**src/rtl/nn_pkg.sv**
```systemverilog
// Shared constants and FSM encoding for the argmax classifier stage.
package nn_pkg;
  localparam int DATA_W = 32;
  localparam int IDX_W  = 5;
  localparam logic [DATA_W-1:0] NEG_MAX = 32'h8000_0000;

  typedef enum logic [1:0] {
    IDLE  = 2'd0,
    ISSUE = 2'd1,
    DRAIN = 2'd2,
    FIN   = 2'd3
  } state_e;
endpackage

```
**src/rtl/nn_argmax_if.sv**
```systemverilog
// Control handshake, shared output-RAM port and result bus of the argmax stage.
interface nn_argmax_if;
  import nn_pkg::*;

  logic              start;
  logic [IDX_W-1:0]  num_of_output;
  logic [31:0]       output_addr;
  logic              output_en;
  logic [3:0]        output_we;
  logic [DATA_W-1:0] output_dout;
  logic              busy;
  logic              done;
  logic              valid;
  logic              empty;
  logic [IDX_W-1:0]  class_idx;
  logic [DATA_W-1:0] class_val;

  // argmax block side
  modport slave (
    input  start, num_of_output, output_dout,
    output output_addr, output_en, output_we,
    output busy, done, valid, empty, class_idx, class_val
  );

  // core / RAM side
  modport master (
    output start, num_of_output, output_dout,
    input  output_addr, output_en, output_we,
    input  busy, done, valid, empty, class_idx, class_val
  );
endinterface

```
**src/rtl/nn_max_cmp.sv**
```systemverilog
// Registered signed running-max; strictly-greater update so ties keep the earlier index.
module nn_max_cmp
  import nn_pkg::*;
(
  input  logic              clk,
  input  logic              rst,
  input  logic              clr,
  input  logic              in_valid,
  input  logic [DATA_W-1:0] in_val,
  input  logic [IDX_W-1:0]  in_idx,
  output logic [DATA_W-1:0] max_val,
  output logic [IDX_W-1:0]  max_idx
);
  logic [DATA_W-1:0] max_val_q;
  logic [IDX_W-1:0]  max_idx_q;

  // clr presets the most negative value so any real word (or none) resolves correctly
  always_ff @(posedge clk) begin
    if (rst) begin
      max_val_q <= '0;
      max_idx_q <= '0;
    end else if (clr) begin
      max_val_q <= NEG_MAX;
      max_idx_q <= '0;
    end else if (in_valid && ($signed(in_val) > $signed(max_val_q))) begin
      max_val_q <= in_val;
      max_idx_q <= in_idx;
    end
  end

  assign max_val = max_val_q;
  assign max_idx = max_idx_q;
endmodule

```
**src/rtl/nn_argmax.sv**
```systemverilog
// Scans N signed output-RAM words after a layer completes and reports index/value of the max.
module nn_argmax
  import nn_pkg::*;
#(
  parameter logic [31:0] BASE_ADDR   = 32'h0,
  parameter int          ADDR_STRIDE = 4,
  parameter int          RD_LAT      = 1    // 1..2
)(
  input  logic        nnclk,
  input  logic        nnreset,
  nn_argmax_if.slave  bus
);
  state_e            state_q, state_d;
  logic [IDX_W-1:0]  n_q, n_d;
  logic [IDX_W-1:0]  k_q, k_d;
  logic [31:0]       addr_q, addr_d;
  logic [1:0]        dcnt_q, dcnt_d;
  logic              valid_q, valid_d;
  logic              empty_q, empty_d;
  logic              clr;
  logic              rd_en;

  // valid bit and neuron index travel alongside each read until its data returns
  logic [RD_LAT-1:0]            vld_pipe_q;
  logic [RD_LAT-1:0][IDX_W-1:0] idx_pipe_q;

  // next-state and per-state controls
  always_comb begin
    state_d = state_q;
    n_d     = n_q;
    k_d     = k_q;
    addr_d  = addr_q;
    dcnt_d  = dcnt_q;
    valid_d = valid_q;
    empty_d = empty_q;
    clr     = 1'b0;
    rd_en   = 1'b0;
    case (state_q)
      IDLE: begin
        if (bus.start) begin
          clr     = 1'b1;
          valid_d = 1'b0;
          empty_d = 1'b0;
          if (bus.num_of_output == '0) begin
            // nothing to scan: result is the preset, flagged empty
            state_d = FIN;
            empty_d = 1'b1;
            valid_d = 1'b1;
          end else begin
            state_d = ISSUE;
            n_d     = bus.num_of_output;
            k_d     = '0;
            addr_d  = BASE_ADDR;
          end
        end
      end
      ISSUE: begin
        rd_en = 1'b1;
        if (k_q == n_q - 1'b1) begin
          state_d = DRAIN;
          dcnt_d  = '0;
        end else begin
          k_d    = k_q + 1'b1;
          addr_d = addr_q + 32'(ADDR_STRIDE);
        end
      end
      DRAIN: begin
        // address holds; wait until the last word has passed the comparator
        if (dcnt_q == 2'(RD_LAT - 1)) begin
          state_d = FIN;
          valid_d = 1'b1;
        end else begin
          dcnt_d = dcnt_q + 1'b1;
        end
      end
      FIN: begin
        state_d = IDLE;
      end
      default: state_d = IDLE;
    endcase
  end

  // control state registers
  always_ff @(posedge nnclk) begin
    if (nnreset) begin
      state_q <= IDLE;
      n_q     <= '0;
      k_q     <= '0;
      addr_q  <= '0;
      dcnt_q  <= '0;
      valid_q <= 1'b0;
      empty_q <= 1'b0;
    end else begin
      state_q <= state_d;
      n_q     <= n_d;
      k_q     <= k_d;
      addr_q  <= addr_d;
      dcnt_q  <= dcnt_d;
      valid_q <= valid_d;
      empty_q <= empty_d;
    end
  end

  // read-return delay line matched to the RAM latency
  always_ff @(posedge nnclk) begin
    if (nnreset) begin
      vld_pipe_q <= '0;
      idx_pipe_q <= '0;
    end else begin
      vld_pipe_q[0] <= rd_en;
      idx_pipe_q[0] <= k_q;
      for (int i = 1; i < RD_LAT; i++) begin
        vld_pipe_q[i] <= vld_pipe_q[i-1];
        idx_pipe_q[i] <= idx_pipe_q[i-1];
      end
    end
  end

  nn_max_cmp u_cmp (
    .clk      (nnclk),
    .rst      (nnreset),
    .clr      (clr),
    .in_valid (vld_pipe_q[RD_LAT-1]),
    .in_val   (bus.output_dout),
    .in_idx   (idx_pipe_q[RD_LAT-1]),
    .max_val  (bus.class_val),
    .max_idx  (bus.class_idx)
  );

  assign bus.output_addr = addr_q;
  assign bus.output_en   = rd_en;
  assign bus.output_we   = 4'b0000;
  assign bus.busy        = (state_q == ISSUE) || (state_q == DRAIN);
  assign bus.done        = (state_q == FIN);
  assign bus.valid       = valid_q;
  assign bus.empty       = empty_q;
endmodule

```
**src/flat_wrapper.sv**
```systemverilog
// flat-port wrapper written by rule: the top's interface ports become plain ports
module nn_argmax_flat import nn_pkg::*;
#(
  parameter logic [31:0] BASE_ADDR   = 32'h0,
  parameter int          ADDR_STRIDE = 4,
  parameter int          RD_LAT      = 1           
)
  (nnclk, nnreset, bus_start, bus_num_of_output, bus_output_dout, bus_output_addr, bus_output_en, bus_output_we, bus_busy, bus_done, bus_valid, bus_empty, bus_class_idx, bus_class_val);
  nn_argmax_if bus_i ();
  input  logic nnclk;
  input  logic nnreset;
  input wire logic [$bits(bus_i.start)-1:0] bus_start;
  input wire logic [$bits(bus_i.num_of_output)-1:0] bus_num_of_output;
  input wire logic [$bits(bus_i.output_dout)-1:0] bus_output_dout;
  output wire logic [$bits(bus_i.output_addr)-1:0] bus_output_addr;
  output wire logic [$bits(bus_i.output_en)-1:0] bus_output_en;
  output wire logic [$bits(bus_i.output_we)-1:0] bus_output_we;
  output wire logic [$bits(bus_i.busy)-1:0] bus_busy;
  output wire logic [$bits(bus_i.done)-1:0] bus_done;
  output wire logic [$bits(bus_i.valid)-1:0] bus_valid;
  output wire logic [$bits(bus_i.empty)-1:0] bus_empty;
  output wire logic [$bits(bus_i.class_idx)-1:0] bus_class_idx;
  output wire logic [$bits(bus_i.class_val)-1:0] bus_class_val;
  assign bus_i.start = bus_start;
  assign bus_i.num_of_output = bus_num_of_output;
  assign bus_i.output_dout = bus_output_dout;
  assign bus_output_addr = bus_i.output_addr;
  assign bus_output_en = bus_i.output_en;
  assign bus_output_we = bus_i.output_we;
  assign bus_busy = bus_i.busy;
  assign bus_done = bus_i.done;
  assign bus_valid = bus_i.valid;
  assign bus_empty = bus_i.empty;
  assign bus_class_idx = bus_i.class_idx;
  assign bus_class_val = bus_i.class_val;
  nn_argmax #(.BASE_ADDR(BASE_ADDR), .ADDR_STRIDE(ADDR_STRIDE), .RD_LAT(RD_LAT)) u_core (.nnclk(nnclk), .nnreset(nnreset), .bus(bus_i));
endmodule
```
**config.mk**
```make
export PLATFORM = sky130hd
export DESIGN_NAME = nn_argmax_flat
export DESIGN_NICKNAME = d
export VERILOG_FILES = /design/src/rtl/nn_pkg.sv /design/src/rtl/nn_argmax_if.sv /design/src/rtl/nn_max_cmp.sv /design/src/rtl/nn_argmax.sv /design/src/flat_wrapper.sv
export SDC_FILE = /design/constraint.sdc
export NUM_CORES = 1
export LEC_CHECK = 0
export CAP_MARGIN = 20
export CELL_PAD_IN_SITES_DETAIL_PLACEMENT = 0
export CELL_PAD_IN_SITES_GLOBAL_PLACEMENT = 1
export CORE_MARGIN = 2
export CORE_UTILIZATION = 39
export CTS_BUF_LIST = sky130_fd_sc_hd__clkbuf_2 sky130_fd_sc_hd__clkbuf_4 sky130_fd_sc_hd__clkbuf_8
export DETAILED_ROUTE_END_ITERATION = 10
export PLACE_DENSITY_LB_ADDON = 0.1
export REMOVE_ABC_BUFFERS = 1
export SYNTH_ARGS = -nofsm -noshare
export SYNTH_HDL_FRONTEND = slang
export SYNTH_HIERARCHICAL = 1
export SYNTH_SLANG_ARGS = --single-unit
```
**constraint.sdc**
```tcl
create_clock -name nnclk -period 3.4 [get_ports nnclk]
set_input_delay 0.68 -clock nnclk [delete_from_list [all_inputs] [get_ports nnclk]]
set_output_delay 0.68 -clock nnclk [all_outputs]
set_load 0.01 [all_outputs]
```
---- After elaboration in Yosys (flattened, before gate mapping) ----
Cells that the tools add are included.
word-level totals
  output and inout port bits .............. 78
  bits in registers ....................... 91
  input bits .............................. 40
  word-level logic and storage cells ...... 69
operators by class
  equal/unequal tests ..................... 10
  reduce and logical (&&, ||, !) cells .... 16
  mux-type cells .......................... 25
  add/sub/neg operators ................... 4
  bitwise operators ....................... 1
  $lt $le $gt $ge ......................... 1
operator list
  cell                     number
  $mux W32                 5
  $pmux W32 S2             1
  $add A32 B3 Y32 const B  1
  $gt A32 B32 Y1           1
  $mux W5                  3
  $mux W2                  6
  $reduce_and A3 Y1        4
  $pmux W5 S2              1
  $ne A2 B2 Y1 const B     4
  $pmux W2 S4              1
  $reduce_bool A2 Y1       4
  $mux W1                  6
  $add A5 B1 Y5 const B    1
  $eq A5 B5 Y1             1
  $logic_not A5 Y1         1
  $sub A5 B1 Y5 const B    1
  $eq A2 B2 Y1 const B     2
  $logic_not A2 Y1         2
  $ne A2 B1 Y1 const B     2
  $pmux W2 S2              1
  $reduce_and A4 Y1        1
  $add A2 B1 Y2 const B    1
  $eq A2 B1 Y1 const B     1
  $pmux W1 S2              1
  5 further kinds          5

---- Longest topological paths before layout ----
  depth after elaboration ................. 4
  gate-level depth with buffers ........... 10
  gate-level depth less buffers ........... 8

---- Hierarchy ----
Netlist, hierarchy kept.
modules (own cells, without submodules)
  module      seq. area each (um^2)  instances  cells an instance  area each (um^2)
  nn_argmax   1041.0                 1          367                2999.1
  nn_max_cmp  740.7                  1          275                2328.5

---- Worst setup path before layout ----
No wires, ideal clock.
  path type ............................... in2reg
  start ................................... in bus_output_dout[30]
  end ..................................... reg u_core.u_cmp.max_idx_q[0] (netlist: u_core/u_cmp/max_idx[0])
  buffers on the path ..................... 2
  library setup time ...................... 0.072 ns
  path slack .............................. 0.768 ns
  stages .................................. 9
  data required time ...................... 3.328 ns
  data arrival time ....................... 2.561 ns
  cells stage by stage .................... ha_1 a21oi_1 a21boi_1 a311o_1 or3_1 a31oi_1 buf_6 buf_12 mux2i_1
between the ends
  cells in the longest elaborated chain, start to end .. 2
ends and longest elaborated chain
  element               line                RTL
  start, declared       flat_wrapper.sv:14  input wire logic [$bits(bus_i.output_dout)-1:0] bus_output_dout;
  $gt A32 B32 Y1        nn_max_cmp.sv:25    end else if (in_valid && ($signed(in_val) > $signed(max_val_q))) begin
  $logic_and A1 B1 Y1   nn_max_cmp.sv:25
  end signal, assigned  nn_max_cmp.sv:27    max_idx_q <= in_idx;
  end, declared         nn_max_cmp.sv:15    logic [IDX_W-1:0] max_idx_q;
No other way between the ends.
A chain may end at the register's enable or synchronous reset.

---- Worst setup path in the final report ----
  start ................................... in bus_output_dout[25]
  end ..................................... reg u_core.u_cmp.max_val_q[14] (netlist: u_core/u_cmp/max_val[14])
between the ends
  cells in the longest elaborated chain, start to end .. 2
ends and longest elaborated chain
  element               line              RTL
  $gt A32 B32 Y1        nn_max_cmp.sv:25
  $logic_and A1 B1 Y1   nn_max_cmp.sv:25
  end signal, assigned  nn_max_cmp.sv:26  max_val_q <= in_val;
  end, declared         nn_max_cmp.sv:14  logic [DATA_W-1:0] max_val_q;
No other way between the ends.

==> flow_summary.toml <==
[floorplan]
die-height_um = 121
rows = 42
start_util_pct = 40.1
dieWidth_um = 121
num_io_pins = 118
core_mm2 = 0.0133
die-area_mm2 = 0.0146

[route]
drt_iter0_drc = 248
routedWlPerCell_um = 15.6
wl_um = 14400
firstDrtPassIters = 4
vias_per_cell = 5.37
drc = 0
vias = 4972
ant_nets = 0

[clocking]
cts_max_path_buffers = 2
clk_pin_slew_ns = 0.09
post-cts-setup-buffers = 0
clock-sinks = 89
cts.hold.buffers_added = 0
cts_root_buf = "clkbuf_8"
clock_latency_ns = 0.37
cts_tree = "built"
cts_buffers = 9
postCtsResizedCells = 0
htree_levels = 3

[cells_and_area]
layout_common_cells = "129 x nand2_1, 111 x clkdlybuf4s50_1, 89 x dfxtp_1, 47 x inv_1, 40 x ha_1"
fill_cells = 1225
final_cells = 926
final_layout_size_suffix_gt1_share_pct = 6.00
post-route-util_pct = 51.4
stdcell_area_mm2 = 0.00684
antenna_cells = 0
areaGrowthSynthToFinish_pct = 28.4
layout_commonest_cell = "nand2_1"
nets = 825

[logic_synthesis]
synthCells = 642
synth_cell_types = 69
ys_seq_elements = 89
async_flop_share_pct = 0
synth_edf_count = 0
syn_area_per_cell_um2 = 8.30
ys.flop_type = "dfxtp_1"
ys_seq_area_share_pct = 33.4
synth.cell_area_mm2 = 0.00533
yosys_warnings = 6

[global_route]
grt_pass1_wl_um = 23500
grt_pass1_vias = 4803
track_usage_pct = 20.0
overflow = 0
grt_max_degree = 73
antenna_found_initial = 0

[placement]
portBuffers = 111
post-dp-hpwl_um = 10300
dp_cells = 909
place_congestion = 0.807
placed_cell_area_mm2 = 0.00661

[timing]
skew_ns = 0.0122
post-route-period-util_pct = 85.2
worst_slew_margin_rel_pct = 33.7
worst_pin_slew_ns = 0.995
min_period_ns = 2.90
setup_violations = 0
fmax_mhz = 345
rsz0062_at_grt = "no"
hold_viol = 0
drv_slew = 0

[setup_path]
required_ns = 3.70
cp_max_fo = 17
worst_ep_arrival_time_ns = 3.20
end_kind = "flip-flop"
critPathLaunchType = "primary input"
crit_type = "in2reg"

[power]
p_per_area_mw_per_mm2 = 423
swShare_pct = 34.0
p_sw_mw = 0.985
p_leak_nw = 2.34
pwr-share-seq_pct = 39.6
internal_power_mw = 1.91
p_comb_share_pct = 31.6
vdd_drop_max_mv = 0.320
power_frac_clock_pct = 28.8

[min_path]
hp-class = "reg2reg"

[run_status]
status = "finished clean"

[flow_run]
drv_cap = 0
==> metrics by stage <==
step	power (mW)	hold WS, ns	setup TNS (ns)	worst slack, ns
global route	3.08	0.470	0	0.405
finish	2.90	0.445	0	0.502
detailed placement	2.09	0.436	0	0.147
CTS	2.94	0.450	0	0.554
floorplan	1.69	0.424	-59.68	-1.69
global placement	2.07	0.429	0	0.199
==> flip-flops by register name, summed over array words and instances, names as in the netlist <==
signal,cells
u_core/u_cmp/max_val,32
u_core/bus.output_addr,30
u_core/idx_pipe_q,5
u_core/k_q,5
u_core/n_q,5
u_core/u_cmp/max_idx,5
u_core/dcnt_q,2
u_core/state_q,2
u_core/bus.empty,1
u_core/bus.valid,1
u_core/vld_pipe_q,1
==> synth_stat cells, types with 4 or more instances <==
cell,count,area share (%)
nor2b_1,7,0.82
buf_4,10,1.4
and4_1,6,0.99
buf_2,6,0.56
inv_1,47,3.3
nor3_1,11,1.0
a31oi_1,24,2.8
mux2i_1,39,7.3
nand2_1,129,9.1
nand2b_1,6,0.70
o211ai_1,16,2.3
a21oi_1,21,2.0
o311ai_0,5,0.82
or3_1,6,0.70
clkbuf_1,18,1.3
o21ai_0,9,0.85
nand4_1,14,1.6
or4_1,14,2.0
ha_1,40,9.4
o21ai_1,4,0.38
nand3_1,28,2.6
dfxtp_1,89,33
nor2_1,19,1.3
==> path summary, 6_finish.rpt <==
check / cells past startpoint / start / endpoint / slack [ns]
max: 9 / bus_output_dout[25] / u_core/u_cmp/max_val[14] / 0.50
min: 2 / u_core/idx_pipe_q[0] / u_core/u_cmp/max_idx[0] / 0.45
max reg2reg: 8 / u_core/n_q[0] / u_core/state_q[1] / 0.69
min reg2reg: 2 / u_core/idx_pipe_q[0] / u_core/u_cmp/max_idx[0] / 0.45
==> worst max-delay path, cell delays in order <==
cell and delay, ns:
clkdlybuf4s50_1 0.45, ha_1 0.33, nand2_1 0.13, nor4_1 0.08, a311o_1 0.36, or3_1 0.41, a31oi_4 0.31, buf_12 0.22
mux2i_1 0.22
==> final cells by class <==
type                    count  area [um2]  share of cell area [%]
clock buffers              10         138                    2.01
well taps                 176         220                    3.22
flip-flops and latches     89        1780                    26.0
inverters                  48         180                    2.63
clock inverters             6        91.3                    1.34
multi-input cells         470        3160                    46.2
repair buffers            127        1270                    18.5
==> layer usage <==
layer / GRT usage (%) / up-vias / part of all wire (%)
met5: 0 / - / 0
li1: - / 2507 / -
met1: 25.6 / 2334 / 48
met3: 4.84 / 10 / 4.1
met2: 32.9 / 121 / 47
met4: 6.61 / 0 / 1.1
==> power groups by stage <==
| stage | combinational, mW | sequential (mW) | clock (mW) |
|---|---|---|---|
| floorplan | 0.518 | 1.17 | 0 |
| global placement | 0.906 | 1.17 | 0 |
| detailed placement | 0.918 | 1.17 | 0 |
| CTS | 0.923 | 1.15 | 0.875 |
| global route | 1.01 | 1.15 | 0.917 |
| finish | 0.915 | 1.15 | 0.835 |
==> cells by family (layout without fill, tap and decap cells) <==
kind of cell | Yosys count | after routing | share of synthesized area [%]
AOI/OAI and AO/OA | 121 | 121 | 16.0
buffers and inverters | 88 | 191 | 8.10
adders and majority gates | 40 | 40 | 9.39
and+or+nand+nor | 257 | 257 | 24.4
xor gates and xnor gates | 5 | 5 | 0.822
other | 1 | 6 | 0.0704
muxes | 41 | 41 | 7.75
DFF | 89 | 89 | 33.4
No activity file was read; power rests on OpenSTA's default activity.
